File: config.mk
export PLATFORM = sky130hd
export DESIGN_NAME = regf_arbiter
export DESIGN_NICKNAME = d
export VERILOG_FILES = /design/src/rtl/regf_arb_pkg.sv /design/src/rtl/regf_arbiter_rr.sv /design/src/rtl/regf_arbiter.sv
export SDC_FILE = /design/constraint.sdc
export NUM_CORES = 1
export LEC_CHECK = 0
export ABC_AREA = 1
export CAP_MARGIN = 20
export CORE_MARGIN = 2
export CORE_UTILIZATION = 30
export CTS_BUF_LIST = sky130_fd_sc_hd__clkbuf_4 sky130_fd_sc_hd__clkbuf_8
export DETAILED_ROUTE_END_ITERATION = 12
export PLACE_DENSITY = 0.57
export SYNTH_ARGS = -nofsm -noshare
export SYNTH_HDL_FRONTEND = slang
export SYNTH_SLANG_ARGS = --single-unit
File: constraint.sdc
create_clock -name clk -period 4.1 [get_ports clk]
set_input_delay 1.025 -clock clk [delete_from_list [all_inputs] [get_ports clk]]
set_output_delay 1.025 -clock clk [all_outputs]
set_load 0.01 [all_outputs]
File: src/rtl/regf_arb_pkg.sv
// Shared encodings for the register-file arbiter: FSM states, rw polarity
// and the access wait-counter width.
package regf_arb_pkg;

    localparam logic [1:0] IDLE  = 2'd0;
    localparam logic [1:0] ISSUE = 2'd1;
    localparam logic [1:0] WAIT  = 2'd2;
    localparam logic [1:0] DONE  = 2'd3;

    localparam logic RW_WRITE = 1'b1;
    localparam logic RW_READ  = 1'b0;

    localparam int CNT_W = 4;

    // Counter preload so that the last WAIT cycle is the one where read data is valid.
    function automatic logic [CNT_W-1:0] wait_load(input int access_cycles);
        return CNT_W'(access_cycles - 1);
    endfunction

endpackage

File: src/rtl/regf_arbiter_rr.sv
// Two-way round-robin grant: combinational winner selection plus a register
// remembering the last requester served.
module rr_arbiter2 (
    input  logic clk,
    input  logic rst_n,
    input  logic req0,
    input  logic req1,
    input  logic update,
    input  logic upd_id,
    output logic gnt_valid,
    output logic gnt_id
);

    logic last_id;

    always_comb begin
        gnt_valid = req0 | req1;
        if (req0 && req1) begin
            gnt_id = ~last_id;
        end else begin
            gnt_id = req1 & ~req0;
        end
    end

    // Reset to "1 served last" so requester 0 wins the first tie.
    always_ff @(posedge clk or negedge rst_n) begin
        if (!rst_n) begin
            last_id <= 1'b1;
        end else if (update) begin
            last_id <= upd_id;
        end
    end

endmodule

File: src/rtl/regf_arbiter.sv
// Shares the single reg_file access port between the I2C slave (m0) and a
// local host (m1), one word per transaction, round-robin on contention.
module regf_arbiter
    import regf_arb_pkg::*;
#(
    parameter int DATA_WIDTH    = 8,
    parameter int ADDR_WIDTH    = 4,
    parameter int ACCESS_CYCLES = 1
) (
    input  logic                  clk,
    input  logic                  rst_n,
    input  logic                  m0_req,
    input  logic                  m0_rw,
    input  logic [ADDR_WIDTH-1:0] m0_addr,
    input  logic [DATA_WIDTH-1:0] m0_wdata,
    output logic [DATA_WIDTH-1:0] m0_rdata,
    output logic                  m0_ack,
    input  logic                  m1_req,
    input  logic                  m1_rw,
    input  logic [ADDR_WIDTH-1:0] m1_addr,
    input  logic [DATA_WIDTH-1:0] m1_wdata,
    output logic [DATA_WIDTH-1:0] m1_rdata,
    output logic                  m1_ack,
    output logic                  regf_req,
    output logic                  regf_rw,
    output logic [ADDR_WIDTH-1:0] regf_addr,
    output logic [DATA_WIDTH-1:0] regf_write_data,
    input  logic [DATA_WIDTH-1:0] regf_read_data,
    output logic                  grant_id,
    output logic                  busy,
    output logic [1:0]            state_dbg
);

    // Requester handshake: mX_req is held high until the one-cycle mX_ack
    // pulse and dropped on the edge that ends it; a req still high in the
    // following IDLE cycle is a new request. Withdrawing req early does not
    // abort the access.

    logic [1:0]       state;
    logic [CNT_W-1:0] cnt;
    logic             arb_valid;
    logic             arb_id;
    logic             rr_update;

    assign rr_update = (state == DONE);

    rr_arbiter2 u_rr (
        .clk       (clk),
        .rst_n     (rst_n),
        .req0      (m0_req),
        .req1      (m1_req),
        .update    (rr_update),
        .upd_id    (grant_id),
        .gnt_valid (arb_valid),
        .gnt_id    (arb_id)
    );

    always_ff @(posedge clk or negedge rst_n) begin
        if (!rst_n) begin
            state           <= IDLE;
            cnt             <= '0;
            grant_id        <= 1'b0;
            regf_rw         <= 1'b0;
            regf_addr       <= '0;
            regf_write_data <= '0;
            m0_rdata        <= '0;
            m1_rdata        <= '0;
        end else begin
            case (state)
                IDLE: begin
                    if (arb_valid) begin
                        grant_id        <= arb_id;
                        regf_rw         <= arb_id ? m1_rw    : m0_rw;
                        regf_addr       <= arb_id ? m1_addr  : m0_addr;
                        regf_write_data <= arb_id ? m1_wdata : m0_wdata;
                        state           <= ISSUE;
                    end
                end
                ISSUE: begin
                    cnt   <= wait_load(ACCESS_CYCLES);
                    state <= WAIT;
                end
                WAIT: begin
                    // Writes also run the full wait so all accesses share one latency.
                    if (cnt == '0) begin
                        if (regf_rw == RW_READ) begin
                            if (grant_id) begin
                                m1_rdata <= regf_read_data;
                            end else begin
                                m0_rdata <= regf_read_data;
                            end
                        end
                        state <= DONE;
                    end else begin
                        cnt <= cnt - 1'b1;
                    end
                end
                default: begin
                    state <= IDLE;
                end
            endcase
        end
    end

    assign regf_req  = (state == ISSUE);
    assign m0_ack    = (state == DONE) && !grant_id;
    assign m1_ack    = (state == DONE) && grant_id;
    assign busy      = (state != IDLE);
    assign state_dbg = state;

endmodule

# Word-level counts from Yosys, hierarchy flattened
# Index checks and enable logic that the tools add are counted.
# totals
ff_bits	37
wordCells	44
input_bits	38
# classes
n_eq_ne	6
bitwise_logic	6
n_mux	9
addsub	1
reduce_logical	13
# op_table
operator	n
two-way mux 4 bit	2
two-way mux 8 bit	1
case mux 4 bit (2 select lines)	1
AND reduction 4 bit	2
!= test 2 bit (second input constant)	3
case mux 2 bit (3 select lines)	1
AND reduction 2 bit	3
equality test 2 bit (second input constant)	2
zero test 4 bit	1
two-way mux 2 bit	2
inverter 1 bit	4
nonzero test 2 bit	2
subtractor 4 x 1 -> 4 bit (second input constant)	1
logical AND 1 bit	3
equality test 2 x 1 -> 1 bit (second input constant)	1
zero test 2 bit	1
two-way mux 1 bit	2
AND 1 bit	1
zero test 1 bit	1
bitwise OR 1 bit	1

# Longest topological paths before layout
# logic_depth
depth_word	4
ltp_mapped	7

# Modules after synthesis
# A second synthesis with hierarchy kept.
# unflattened
hier_cells	218
hier_area_um2	1796.7
# modules_own_cells
mod	area_each_um2	cells_each	seq_area_each_um2	n_inst
regf_arbiter	1740.4	210	900.9	1
rr_arbiter2	56.3	8	26.3	1

# Worst setup path before layout
# No wires, ideal clock.
# synth_path
path_type	register -> output
startpoint	register state[0] (netlist: state_dbg[0])
endpoint	output busy
slack_ns	2.225
arrival_ns	0.850
stages_incl_launch_ff	4
path_buffers	0
cell_sequence	dfrtp_1 inv_1 ha_1 inv_1
# synth_between
elab_chain_len	1
# synth_lines
element	line	rtl
from (decl)	regf_arbiter.sv:39	logic [1:0] state;
from (signal assigned)	regf_arbiter.sv:60	state <= IDLE;
from (signal assigned)	regf_arbiter.sv:76	state <= ISSUE;
from (signal assigned)	regf_arbiter.sv:81	state <= WAIT;
nonzero test 2 bit	regf_arbiter.sv:108	assign busy = (state != IDLE);
to (decl)	regf_arbiter.sv:30	output logic busy,
# No other way between the ends.

# Worst setup path in the final report
# Ends and elaborated chain as after synthesis.

==> summary.md <==
| Metric | Value |
|---|---|
| Ys Warns | 0 |
| Worst-path fanout max | 5 |
| Cell Pwr Density | 663.6 nW/um^2 |
| Initial antenna violation count | 0 |
| Slew Limit Headroom | 0.4357 |
| Via Count | 1734 |
| Pleak | 1.384 nW |
| Worst-path cell chain | inv_1 > ha_1 > inv_1 > clkdlybuf4s50_1 |
| PortBufs | 73 |
| Mapped Area | 1867 um^2 |
| # Post-CTS Setup Buffers | 0 |
| Hold Path Class | register to register |
| Max Slew Vio Count | 0 |
| Endpoints failing hold | 0 |
| Setup-failing EPs final | 0 |
| CTS Sinks | 37 |
| Fin area | 2734 um^2 |
| Worst ir drop on vdd | 0.2656 mV |
| CP Launch Type | register |
| Tcrit/Tclk final | 0.6614 |
| CTS tree | yes |
| Initial DRC count | 99 |
| Power Internal | 1.124 mW |
| Fin Clk Skew | 0.004464 ns |
| Area of the multi-input gates | 840.8 um^2 |
| CP most frequent cell | inv_1 |
| Die H | 82.89 um |
| Fin Setup TNS | 0 ns |
| Sequential area share after synthesis | 0.4966 |
| Crit Path Category | register to output port |
| Area delta synth->final | 46.45% |
| Max incr delay on CP | 0.53 ns |
| Drt pass-1 iters | 4 |
| Initial Util | 0.3134 |
| Post_cts resized | 0 |
| Tot GR Track Use | 0.1481 |
| WP buf/inv | 3 |
| Die Wd | 82.89 um |
| Worst-Margin Slew | 0.8465 ns |
| Largest net degree at the start of global routing | 38 |
| Family with the most delay on the worst path | buffers and inverters |
| Detail Placement HPWL | 3356 um |
| Slowest CP cell | clkdlybuf4s50_1 |
| I/O pins | 74 |
| Filler cells | 606 |
| Num CTS Buffers | 5 |
| First-pass GRT wire length | 8335 um |
| Max Freq | 0.3688 GHz |
| RSZ-0062 raised after global routing | false |
| Switching Fraction | 0.3804 |
| Worst-path clk slew | 0.07 ns |
| Root cell of the clock tree | clkbuf_8 |
| Req. time, crit path | 3.07 ns |
| Longest Clk Path Bufs | 2 |
| N_diodes | 0 |
| Routability cong. | 0.7337 |
| Max Cap Viol | 0 |
| Total core area | 5956 um^2 |
| H-tree depth | 2 |
| Area after DPL | 2644 um^2 |
| Final WL | 4774 um |
| Die area | 6870 um^2 |
| ANT nets after route | 0 |
| Arrival @ worst endpoint | 1.69 ns |
| Syn Area/Cell | 7.714 um^2 |
| Number of cell rows | 28 |
| Synth cell types | 20 |
| Vias in the first global route | 1729 |
| Layout cells sized above 1 | 0.06369 |
| Synth Instances | 242 |
| Crit end category | output port |
| Sequential cell area | 927.1 um^2 |
| Clock latency on the worst-skew pair | 0.28 ns |
| Logic gate share of total power | 0.506 |
| Register bit total from synthesis | 37 |
| Clock group share of total power | 0.144 |
| Tmin final | 2.712 ns |
| Layout Nets | 357 |
| DRC | 0 |
| Switch Pwr | 690.1 uW |
| Grt ovf | 0 |
| Sequential share of power | 0.350 |
| Syn_nets | 285 |
| Via-per-instance ratio | 4.458 |
| CTS Hold Bufs | 0 |
| Wire per inst | 12.27 um |
| Status | complete, no violations |
cell type report:
| type | count | share of cell area |
|---|---|---|
| Clock buffer | 7 | 0.03295 |
| Inverter | 13 | 0.01785 |
| Multi-Input combinational cell | 183 | 0.3076 |
| Sequential cell | 37 | 0.3391 |
| Tap cell | 75 | 0.03432 |
| Timing Repair Buffer | 74 | 0.2682 |
layout by cell type, fill, tap and decap left out, types with 2 or more instances in the layout:
master           synthesis  final
inv_1                   11     11
inv_2                    2      2
nor2_2                   3      3
nand3_1                 17     17
nand4_1                 18     18
nor2_1                   7      7
nand2_1                127    127
clkdlybuf4s50_1          0     72
ha_1                     5      5
clkbuf_8                 0      6
dfrtp_1                 36     36
synth_stat cells:
master,instances,area [um^2]
nand2_1,127,476.7
dfrtp_1,36,900.9
nand4_1,18,112.6
nand3_1,17,85.08
inv_1,11,41.29
nor2_1,7,26.28
buf_2,6,30.03
ha_1,5,62.56
nor2_2,3,18.77
inv_2,2,7.510
buf_6,1,11.26
clkbuf_1,1,3.750
clkbuf_2,1,5.000
dfstp_2,1,26.28
nand2_2,1,6.260
nand4_4,1,21.27
nor2_4,1,11.26
o21ai_0,1,5.000
o21ai_2,1,8.760
or2_2,1,6.260
power by group through the flow:
stage / sequential (mW) / combinational [mW] / clock, mW
final: 0.635 / 0.919 / 0.261
after global routing: 0.658 / 1.02 / 0.287
after CTS: 0.636 / 0.935 / 0.273
after detailed placement: 0.639 / 0.932 / 0
after global placement: 0.645 / 0.922 / 0
after floorplan: 0.700 / 0.394 / 0
kinds of logic (layout without fill, tap and decap cells):
kind of cell,Yosys count,count (layout),synth area share
fa+ha+maj,5,5,0.03351
flops,37,37,0.4966
compound gates,2,2,0.007371
simple gates,176,176,0.4095
buf+inv,22,94,0.05295
metrics by stage:
stage / hold WS [ns] / instances / utilization / total power, mW / setup WS (ns)
2_1_floorplan: 0.4419 / 242 / - / 1.094 / 2.225
3_3_place_gp: 0.4539 / 382 / 0.4439 / 1.568 / 1.313
3_5_place_dp: 0.4561 / 382 / 0.4439 / 1.571 / 1.293
4_1_cts: 0.4658 / 389 / 0.4590 / 1.844 / 1.354
5_1_grt: 0.4903 / 389 / 0.4590 / 1.966 / 1.270
6_report: 0.4662 / 389 / 0.4590 / 1.814 / 1.388
state kept, by name (all words and copies together), names as in the netlist:
name and cells:
state_dbg 2, cnt 4, m0_rdata 8, regf_rw 1
u_rr.last_id 1, m1_rdata 8, regf_addr 4, regf_write_data 8
grant_id 1
final timing paths:
| path | cells past startpoint | to | slack, ns | from |
|---|---|---|---|---|
| max | 4 | busy | 1.39 | state_dbg[0]$_DFFE_PN0P_ |
| min | 2 | u_rr.last_id$_DFFE_PN1N_ | 0.47 | u_rr.last_id$_DFFE_PN1N_ |
| max reg2reg | 5 | m0_rdata[0]$_DFFE_PN0P_ | 2.02 | state_dbg[0]$_DFFE_PN0P_ |
| min reg2reg | 2 | u_rr.last_id$_DFFE_PN1N_ | 0.47 | u_rr.last_id$_DFFE_PN1N_ |
| max in group asynchronous | 1 | m1_rdata[2]$_DFFE_PN0P_ | 2.74 | rst_n |
| min in group asynchronous | 1 | m1_rdata[3]$_DFFE_PN0P_ | 0.83 | rst_n |
worst min-delay path, delay by kind of cell, from the launching register on:
| family | cells | cell delay (ns) |
|---|---|---|
| flip-flops | 1 | 0.37 |
| AND/OR/NAND/NOR | 2 | 0.09 |
per-layer routing:
metal / GRT usage / share of wire / up-vias / routed length [um]
li1: - / - / 909 / -
met1: 0.1906 / 0.48 / 767 / 2274
met2: 0.2368 / 0.46 / 54 / 2193
met3: 0.04274 / 0.052 / 4 / 249
met4: 0.05365 / 0.012 / 0 / 55
met5: 0 / 0 / - / 0
No activity file was read; power rests on OpenSTA's default activity.
